**src/rtl/div_if.sv**
```systemverilog
// Level req/ready handshake bundle between the ALU and the iterative divider.
// With DIV_SIGNED_EN defined, the bundle also carries signed_op, which is sampled with the operands.
interface div_if #(
    parameter int XLEN = 32
);
    logic              req;
    logic [XLEN-1:0]   a;
    logic [XLEN-1:0]   b;
`ifdef DIV_SIGNED_EN
    logic              signed_op;
`endif
    logic              ready;
    logic [2*XLEN-1:0] result;

`ifdef DIV_SIGNED_EN
    modport master (output req, a, b, signed_op, input ready, result);
    modport slave  (input req, a, b, signed_op, output ready, result);
`else
    modport master (output req, a, b, input ready, result);
    modport slave  (input req, a, b, output ready, result);
`endif
endinterface

```
**src/rtl/div.sv**
```systemverilog
// Iterative radix-2 restoring divider. The result is {remainder, quotient}, and it is registered.
// Defining DIV_SIGNED_EN enables signed division, selected per operation by bus.signed_op.
module div #(
    parameter int XLEN  = 32,
    parameter int CNT_W = 6
) (
    input logic  clk,
    input logic  rst,
    div_if.slave bus
);
    typedef enum logic [1:0] {IDLE, BUSY, DONE} state_t;

    state_t            state, state_next;
    logic [XLEN-1:0]   rem, rem_next;
    logic [XLEN-1:0]   quo, quo_next;
    logic [XLEN-1:0]   divisor, divisor_next;
    logic [CNT_W-1:0]  cnt, cnt_next;
    logic              ready_reg, ready_next;
    logic [2*XLEN-1:0] result_reg, result_next;
    logic [XLEN:0]     trial;
    logic [XLEN-1:0]   a_mag, b_mag;

`ifdef DIV_SIGNED_EN
    logic neg_quo, neg_quo_next;
    logic neg_rem, neg_rem_next;
    logic a_neg, b_neg, overflow;

    assign a_neg    = bus.signed_op & bus.a[XLEN-1];
    assign b_neg    = bus.signed_op & bus.b[XLEN-1];
    assign a_mag    = a_neg ? -bus.a : bus.a;
    assign b_mag    = b_neg ? -bus.b : bus.b;
    assign overflow = bus.signed_op && (bus.a == {1'b1, {(XLEN-1){1'b0}}}) && (&bus.b);
`else
    assign a_mag = bus.a;
    assign b_mag = bus.b;
`endif

    always_comb begin
        state_next   = state;
        rem_next     = rem;
        quo_next     = quo;
        divisor_next = divisor;
        cnt_next     = cnt;
        ready_next   = 1'b0;
        result_next  = '0;
`ifdef DIV_SIGNED_EN
        neg_quo_next = neg_quo;
        neg_rem_next = neg_rem;
`endif
        // The trial subtraction uses the full remainder so that divisors with the MSB set still divide correctly.
        trial = {rem, quo[XLEN-1]} - {1'b0, divisor};

        case (state)
            IDLE: begin
                if (bus.req) begin
                    divisor_next = b_mag;
                    rem_next     = '0;
                    quo_next     = a_mag;
                    cnt_next     = CNT_W'(XLEN);
                    state_next   = BUSY;
`ifdef DIV_SIGNED_EN
                    neg_quo_next = a_neg ^ b_neg;
                    neg_rem_next = a_neg;
`endif
                    if (bus.b == '0) begin
                        quo_next   = '1;
                        rem_next   = bus.a;
                        state_next = DONE;
                    end
`ifdef DIV_SIGNED_EN
                    else if (overflow) begin
                        quo_next   = bus.a;
                        rem_next   = '0;
                        state_next = DONE;
                    end
`endif
                end
            end
            BUSY: begin
                if (!bus.req) begin
                    state_next = IDLE;
                end else begin
                    if (!trial[XLEN]) begin
                        rem_next = trial[XLEN-1:0];
                        quo_next = {quo[XLEN-2:0], 1'b1};
                    end else begin
                        rem_next = {rem[XLEN-2:0], quo[XLEN-1]};
                        quo_next = {quo[XLEN-2:0], 1'b0};
                    end
                    cnt_next = cnt - CNT_W'(1);
                    if (cnt == CNT_W'(1)) begin
                        state_next = DONE;
`ifdef DIV_SIGNED_EN
                        if (neg_quo) quo_next = -quo_next;
                        if (neg_rem) rem_next = -rem_next;
`endif
                    end
                end
            end
            DONE: begin
                if (bus.req) begin
                    ready_next  = 1'b1;
                    result_next = {rem, quo};
                end else begin
                    state_next = IDLE;
                end
            end
            default: state_next = IDLE;
        endcase
    end

    always_ff @(posedge clk) begin
        if (rst) begin
            state      <= IDLE;
            rem        <= '0;
            quo        <= '0;
            divisor    <= '0;
            cnt        <= '0;
            ready_reg  <= 1'b0;
            result_reg <= '0;
`ifdef DIV_SIGNED_EN
            neg_quo    <= 1'b0;
            neg_rem    <= 1'b0;
`endif
        end else begin
            state      <= state_next;
            rem        <= rem_next;
            quo        <= quo_next;
            divisor    <= divisor_next;
            cnt        <= cnt_next;
            ready_reg  <= ready_next;
            result_reg <= result_next;
`ifdef DIV_SIGNED_EN
            neg_quo    <= neg_quo_next;
            neg_rem    <= neg_rem_next;
`endif
        end
    end

    assign bus.ready  = ready_reg;
    assign bus.result = result_reg;
endmodule

```
**src/flat_wrapper.sv**
```systemverilog
// flat-port wrapper written by rule: the top's interface ports become plain ports
module div_flat 
#(
    parameter int XLEN  = 32,
    parameter int CNT_W = 6
)
  (clk, rst, bus_req, bus_a, bus_b, bus_ready, bus_result);
  div_if #(.XLEN(XLEN)) bus_i ();
  input logic clk;
  input logic rst;
  input wire logic [$bits(bus_i.req)-1:0] bus_req;
  input wire logic [$bits(bus_i.a)-1:0] bus_a;
  input wire logic [$bits(bus_i.b)-1:0] bus_b;
  output wire logic [$bits(bus_i.ready)-1:0] bus_ready;
  output wire logic [$bits(bus_i.result)-1:0] bus_result;
  assign bus_i.req = bus_req;
  assign bus_i.a = bus_a;
  assign bus_i.b = bus_b;
  assign bus_ready = bus_i.ready;
  assign bus_result = bus_i.result;
  div #(.XLEN(XLEN), .CNT_W(CNT_W)) u_core (.clk(clk), .rst(rst), .bus(bus_i));
endmodule
```
**config.mk**
```make
export PLATFORM = sky130hd
export DESIGN_NAME = div_flat
export DESIGN_NICKNAME = d
export VERILOG_FILES = /design/src/rtl/div_if.sv /design/src/rtl/div.sv /design/src/flat_wrapper.sv
export SDC_FILE = /design/constraint.sdc
export NUM_CORES = 1
export LEC_CHECK = 0
export ABC_AREA = 1
export CAP_MARGIN = 25
export CORE_MARGIN = 1
export CORE_UTILIZATION = 30
export CTS_BUF_LIST = sky130_fd_sc_hd__clkbuf_8
export CTS_CLUSTER_DIAMETER = 40
export CTS_CLUSTER_SIZE = 16
export DETAILED_ROUTE_END_ITERATION = 7
export GPL_TIMING_DRIVEN = 0
export PLACE_DENSITY = 0.59
export SLEW_MARGIN = 20
export SYNTH_ARGS = -nofsm -noshare
export SYNTH_HDL_FRONTEND = slang
export SYNTH_SLANG_ARGS = --single-unit
export TNS_END_PERCENT = 20
```
**constraint.sdc**
```tcl
create_clock -name clk -period 2.27 [get_ports clk]
set_input_delay 0.5675 -clock clk [delete_from_list [all_inputs] [get_ports clk]]
set_output_delay 0.5675 -clock clk [all_outputs]
set_load 0.005 [all_outputs]
```
# Yosys cells after proc, flatten, opt, wreduce, memory -nomap -nowiden
# Index checks and enable logic that the tools add are counted.
[word_totals]
mem_bits_rw = 0
regBits = 169
out_inout_bits = 65
latch_bits = 0
elab_cells = 46
in_bits = 67
memories = 0
rom_bits = 0
[op_classes]
div = 0
order_cmp = 0
shift = 0
mul = 0
add_sub_neg = 2
n_reduce_logical = 8
eq_ne = 7
n_mux = 20
n_bitwise = 2
[ops]
columns = ["cell", "count"]
rows = [
  ["$mux W32", 7],
  ["$pmux W32 S2", 2],
  ["$sub A33 B32 Y33", 1],
  ["$logic_not A32 Y1", 1],
  ["$mux W6", 2],
  ["$pmux W6 S2", 1],
  ["$mux W2", 5],
  ["$eq A6 B1 Y1 const B", 1],
  ["$ne A2 B2 Y1 const B", 3],
  ["$pmux W2 S3", 1],
  ["$reduce_and A3 Y1", 2],
  ["$sub A6 B1 Y6 const B", 1],
  ["$ne A3 B2 Y1 const B", 1],
  ["$reduce_or A3 Y1", 1],
  ["$eq A2 B1 Y1 const B", 1],
  ["$eq A2 B2 Y1 const B", 1],
  ["$logic_not A2 Y1", 1],
  ["$mux W1", 2],
  ["$not A1 Y1", 2],
  ["$reduce_and A2 Y1", 1],
  ["$reduce_bool A2 Y1", 1],
  ["$reduce_or A2 Y1", 1],
]

# Longest topological paths before layout
[logic_depth]
depth_word = 4
mapped_depth = 19
ltp_nobuf = 18

# Worst setup path before layout
# OpenSTA, ideal clock, no wires.
[synth_path]
path_kind = "register to register"
start = "register u_core.quo[31]"
end = "register u_core.rem[2]"
arrival_time_ps = 2044
path_stages_with_launch = 19
setup_ps = 119
setup_slack_ps = 107
n_path_buf = 1
required_ps = 2151
path_cell_list = "dfxtp_1 -> inv_1 -> ha_1 -> fa_1 -> inv_1 -> nand2_1 -> nand2_1 -> nand3_1 -> nand2_2 -> nand2_1 -> nand2_2 -> nand2_2 -> nand2_1 -> nand2_2 -> nand2_4 -> buf_2 -> nand2_1 -> nand3_1 -> a21oi_1"
[synth_via]
elab_chain_len = 4
[synth_rtl]
columns = ["item", "line_no", "source"]
rows = [
  ["from (decl)", "div.sv:15", "logic [XLEN-1:0] quo, quo_next;"],
  ["from (signal assigned)", "div.sv:128", "quo <= quo_next;"],
  ["$sub A33 B32 Y33", "div.sv:51", "trial = {rem, quo[XLEN-1]} - {1'b0, divisor};"],
  ["$mux W32", "div.sv:83", "if (!trial[XLEN]) begin"],
  ["$mux W32", "div.sv:80", "if (!bus.req) begin"],
  ["$pmux W32 S2", "div.sv:53", "case (state)"],
  ["to (signal assigned)", "div.sv:127", "rem <= rem_next;"],
  ["to (decl)", "div.sv:14", "logic [XLEN-1:0] rem, rem_next;"],
]
# No other way between the ends. The select of a mux whose other input is x is not followed.
# A chain may end at the register's enable or synchronous reset.

# Worst setup path in the final report
[layout_path]
start = "register u_core.quo[31]"
end = "register u_core.rem[5]"
# Same word-level chain as after synthesis.

==> summary.md <==
| Metric | Value |
|---|---|
| Outcome | finished with violations |
| Failing checks | setup timing |
| Worst Hold Class | reg2reg |
| CTS Buffer Depth | 2 |
| Hold path endpoint | u_core.bus.result[11] |
| Core Box Area | 30,700 µm² |
| Initial antenna violation count | 0 |
| RePlAce Congestion | 0.942 |
| Slew margin rel. | 0.585 |
| Peak VDD IR | 379 µV |
| Final ANT Viol Nets | 0 |
| Vias per cell | 4.80 |
| Reg2Reg Depth | 17 |
| Synth area leader | dfxtp_1 |
| I/O Pins | 132 |
| Drt first pass iters | 7 |
| Total GRT Usage | 0.204 |
| Worst-Margin Slew | 0.622 ns |
| Max frequency | 421 MHz |
| Final WL | 32,800 µm |
| WP data arrival | 2.78 ns |
| Synth Instances | 1,481 |
| Post-synthesis cell area | 9370 µm² |
| Power Density | 800 nW/µm² |
| Share of layout cells above drive strength 1 | 0.139 |
| RSZ-0062 raised after global routing | yes |
| Netlist cell types | 34 |
| RR Endpoint | u_core.rem[5] |
| DP Cell Count | 2,008 |
| DR vias | 9,878 |
| Leakage power | 5.76 nW |
| Die Ht | 179 µm |
| Fin. Hold Viols | 0 |
| DRT iter0 DRCs | 749 |
| Antenna cells | 0 |
| Post-Syn Nets | 1,583 |
| Setup ws final | -0.103 ns |
| Cell Rows | 64 |
| Post-synth top area share | 0.361 |
| Register area share after synthesis | 0.361 |
| Largest net degree at the start of global routing | 22 |
| Worst Hold Path Cells | 2 |
| Critical-path maximum fanout | 8 |
| TritonCTS clock tree | built |
| Max-slew violations | 0 |
| Top FF cell, synth | dfxtp_1 |
| Critical path endpoint category | flip-flop |
| CTS root buf | clkbuf_8 |
| Ys async rst share | 0 |
| Top-count cell post-synth | nand2_1 |
| Synthesized area per cell | 6.33 µm² |
| Finish-stage setup viols | 31 |
| Die width | 179 µm |
| R2R Setup Slk | -0.10 ns |
| TNS Setup | -2.30 ns |
| Final worst-path cycle share | 1.05 |
| H-tree depth | 4 |
| Area delta synth->final | 35.8% |
| CTS Buf Count | 17 |
| First-pass GRT wire length | 49,200 µm |
| DIE AREA | 31,900 µm² |
| Final Non-Filler Cells | 2,056 |
| GRT Residual Overflow | 0 |
| WL per Instance | 16.0 µm |
| YS warnings | 0 |
| Largest cells by area after synthesis | dfxtp_1 36%, nand2_1 15%, inv_1 11% |
| Critical Path RT | 2.68 ns |
| Crit start category | flip-flop |
| CP Class | reg2reg |
| Fin nets | 1,749 |
| Starting Density | 0.305 |
| Hold path start | u_core.quo[11] |
| # clock sinks | 169 |
| Clk_skew | 0.0286 ns |
| Max FFs per register | 64 |
| Port Buffers | 131 |
| Max cap viols | 0 |
| Number of global-route vias before repair | 9,049 |
| Most frequent cells after synthesis | 380 x nand2_1, 276 x inv_1, 169 x dfxtp_1 |
| Clk_lat worst skew | 0.48 ns |
| Post-synthesis sequential element count | 169 |
| Clock transition at path regs | 0.11 ns |
| Post-DP HPWL | 25,400 µm |
| RR Startpoint | u_core.quo[31] |
| Post-synth EDFFs | 0 |
| Fin crit period | 2.37 ns |
| Drt drc | 0 |
worst max-delay path by stage:
stage | from | endpoint | slack [ns] | depth (start not counted)
2_1_floorplan | u_core.quo[31] | u_core.rem[2] | 0.11 | 18
3_3_place_gp | bus_b[11] | u_core.rem[19] | -1.04 | 7
3_5_place_dp | bus_b[11] | u_core.rem[19] | -1.05 | 7
4_1_cts | u_core.divisor[24] | u_core.rem[29] | -0.03 | 16
5_1_grt | u_core.quo[31] | u_core.rem[4] | -0.24 | 17
6_report | u_core.quo[31] | u_core.rem[5] | -0.10 | 17
area by class of cell:
class                      count  area [µm²]
tap                          396         495
multi-input combinational    969        5480
timing repair buffer         147        1490
clock buffer                  17         234
inverter                     279        1050
clock inverter                15         211
sequential                   169        3410
buffer                        64         344
fill                        3229       17900
per-layer routing:
layer | global-route usage | part of all wire | up-vias | wire (µm)
met5 | 0 | 0 | - | 0
met4 | 0.0685 | 0.028 | 0 | 925
met3 | 0.0216 | 0.048 | 50 | 1580
met2 | 0.326 | 0.45 | 302 | 14900
met1 | 0.285 | 0.47 | 4551 | 15400
li1 | - | - | 4975 | -
critical path, stage by stage (launching register included):
cell and delay, ns:
dfxtp_2 0.36, inv_4 0.04, ha_4 0.15, fa_2 0.36
inv_2 0.07, nand2_2 0.05, nand2_2 0.08, nand3_2 0.10
nand2_4 0.11, nand2_2 0.06, nand2_2 0.09, nand2_4 0.08
nand3_4 0.20, nand2_8 0.11, clkbuf_16 0.18, nand2_1 0.06
nand3_1 0.07, a21oi_1 0.14
stage by stage:
stage / power, W / utilization / setup slack [ns] / hold WS [ns] / instance area [µm²]
after global placement: 0.00674 / 0.364 / -1.04 / 0.449 / 11200
after global routing: 0.0108 / 0.415 / -0.239 / 0.480 / 12700
after CTS: 0.00941 / 0.389 / -0.0325 / 0.457 / 11900
final: 0.0102 / 0.415 / -0.103 / 0.463 / 12700
after floorplan: 0.00575 / - / 0.107 / 0.425 / 9370
after detailed placement: 0.00677 / 0.364 / -1.05 / 0.448 / 11200
timing repair:
item / 4_1_cts / 5_1_grt
pin swaps: 7 / 39
hold buffers: 0 / 0
resized for setup: 51 / 179
buffers inserted: 11 / 1
endpoints found under the setup margin: 66 / 134
gates cloned: 2 / 3
placed cells by master, fill, tap and decap left out, types with 5 or more instances in the layout:
cell type,netlist,routed
nand2_1,380,343
inv_1,276,268
dfxtp_1,169,152
clkdlybuf4s50_1,0,131
o21ai_0,131,130
nor2_1,117,113
a21oi_1,124,103
nand3_1,84,66
clkbuf_1,47,36
a31oi_1,30,30
ha_4,0,24
nand2_2,8,23
nand2_4,1,22
a21oi_2,0,20
nand3_2,1,17
clkbuf_8,0,17
dfxtp_2,0,15
xor2_1,13,13
nand4_1,12,12
buf_4,2,12
inv_2,2,9
clkbuf_2,0,8
clkinv_8,0,8
nor2_4,0,7
ha_1,34,7
buf_1,6,6
nor4_1,7,6
buf_6,1,5
buf_2,9,5
report_power, final:
part / internal, W / total, W / switching (W) / leakage (nW)
registers: 0.00317 / 0.00332 / 0.000152 / 1.39
logic: 0.00168 / 0.00449 / 0.00280 / 4.15
clock network: 0.000882 / 0.00238 / 0.00149 / 0.218
kinds of logic (layout without fill, tap and decap cells):
group,count (synthesis),after routing,share of synthesized area
adder cells (fa/ha/maj),35,35,0.0475
AND/OR/NAND/NOR,626,627,0.275
flip-flops,169,169,0.361
XOR/XNOR,15,15,0.0140
buffers and inverters,344,522,0.141
AO/OA/AOI/OAI,292,292,0.161
No activity file was read; power rests on OpenSTA's default activity.
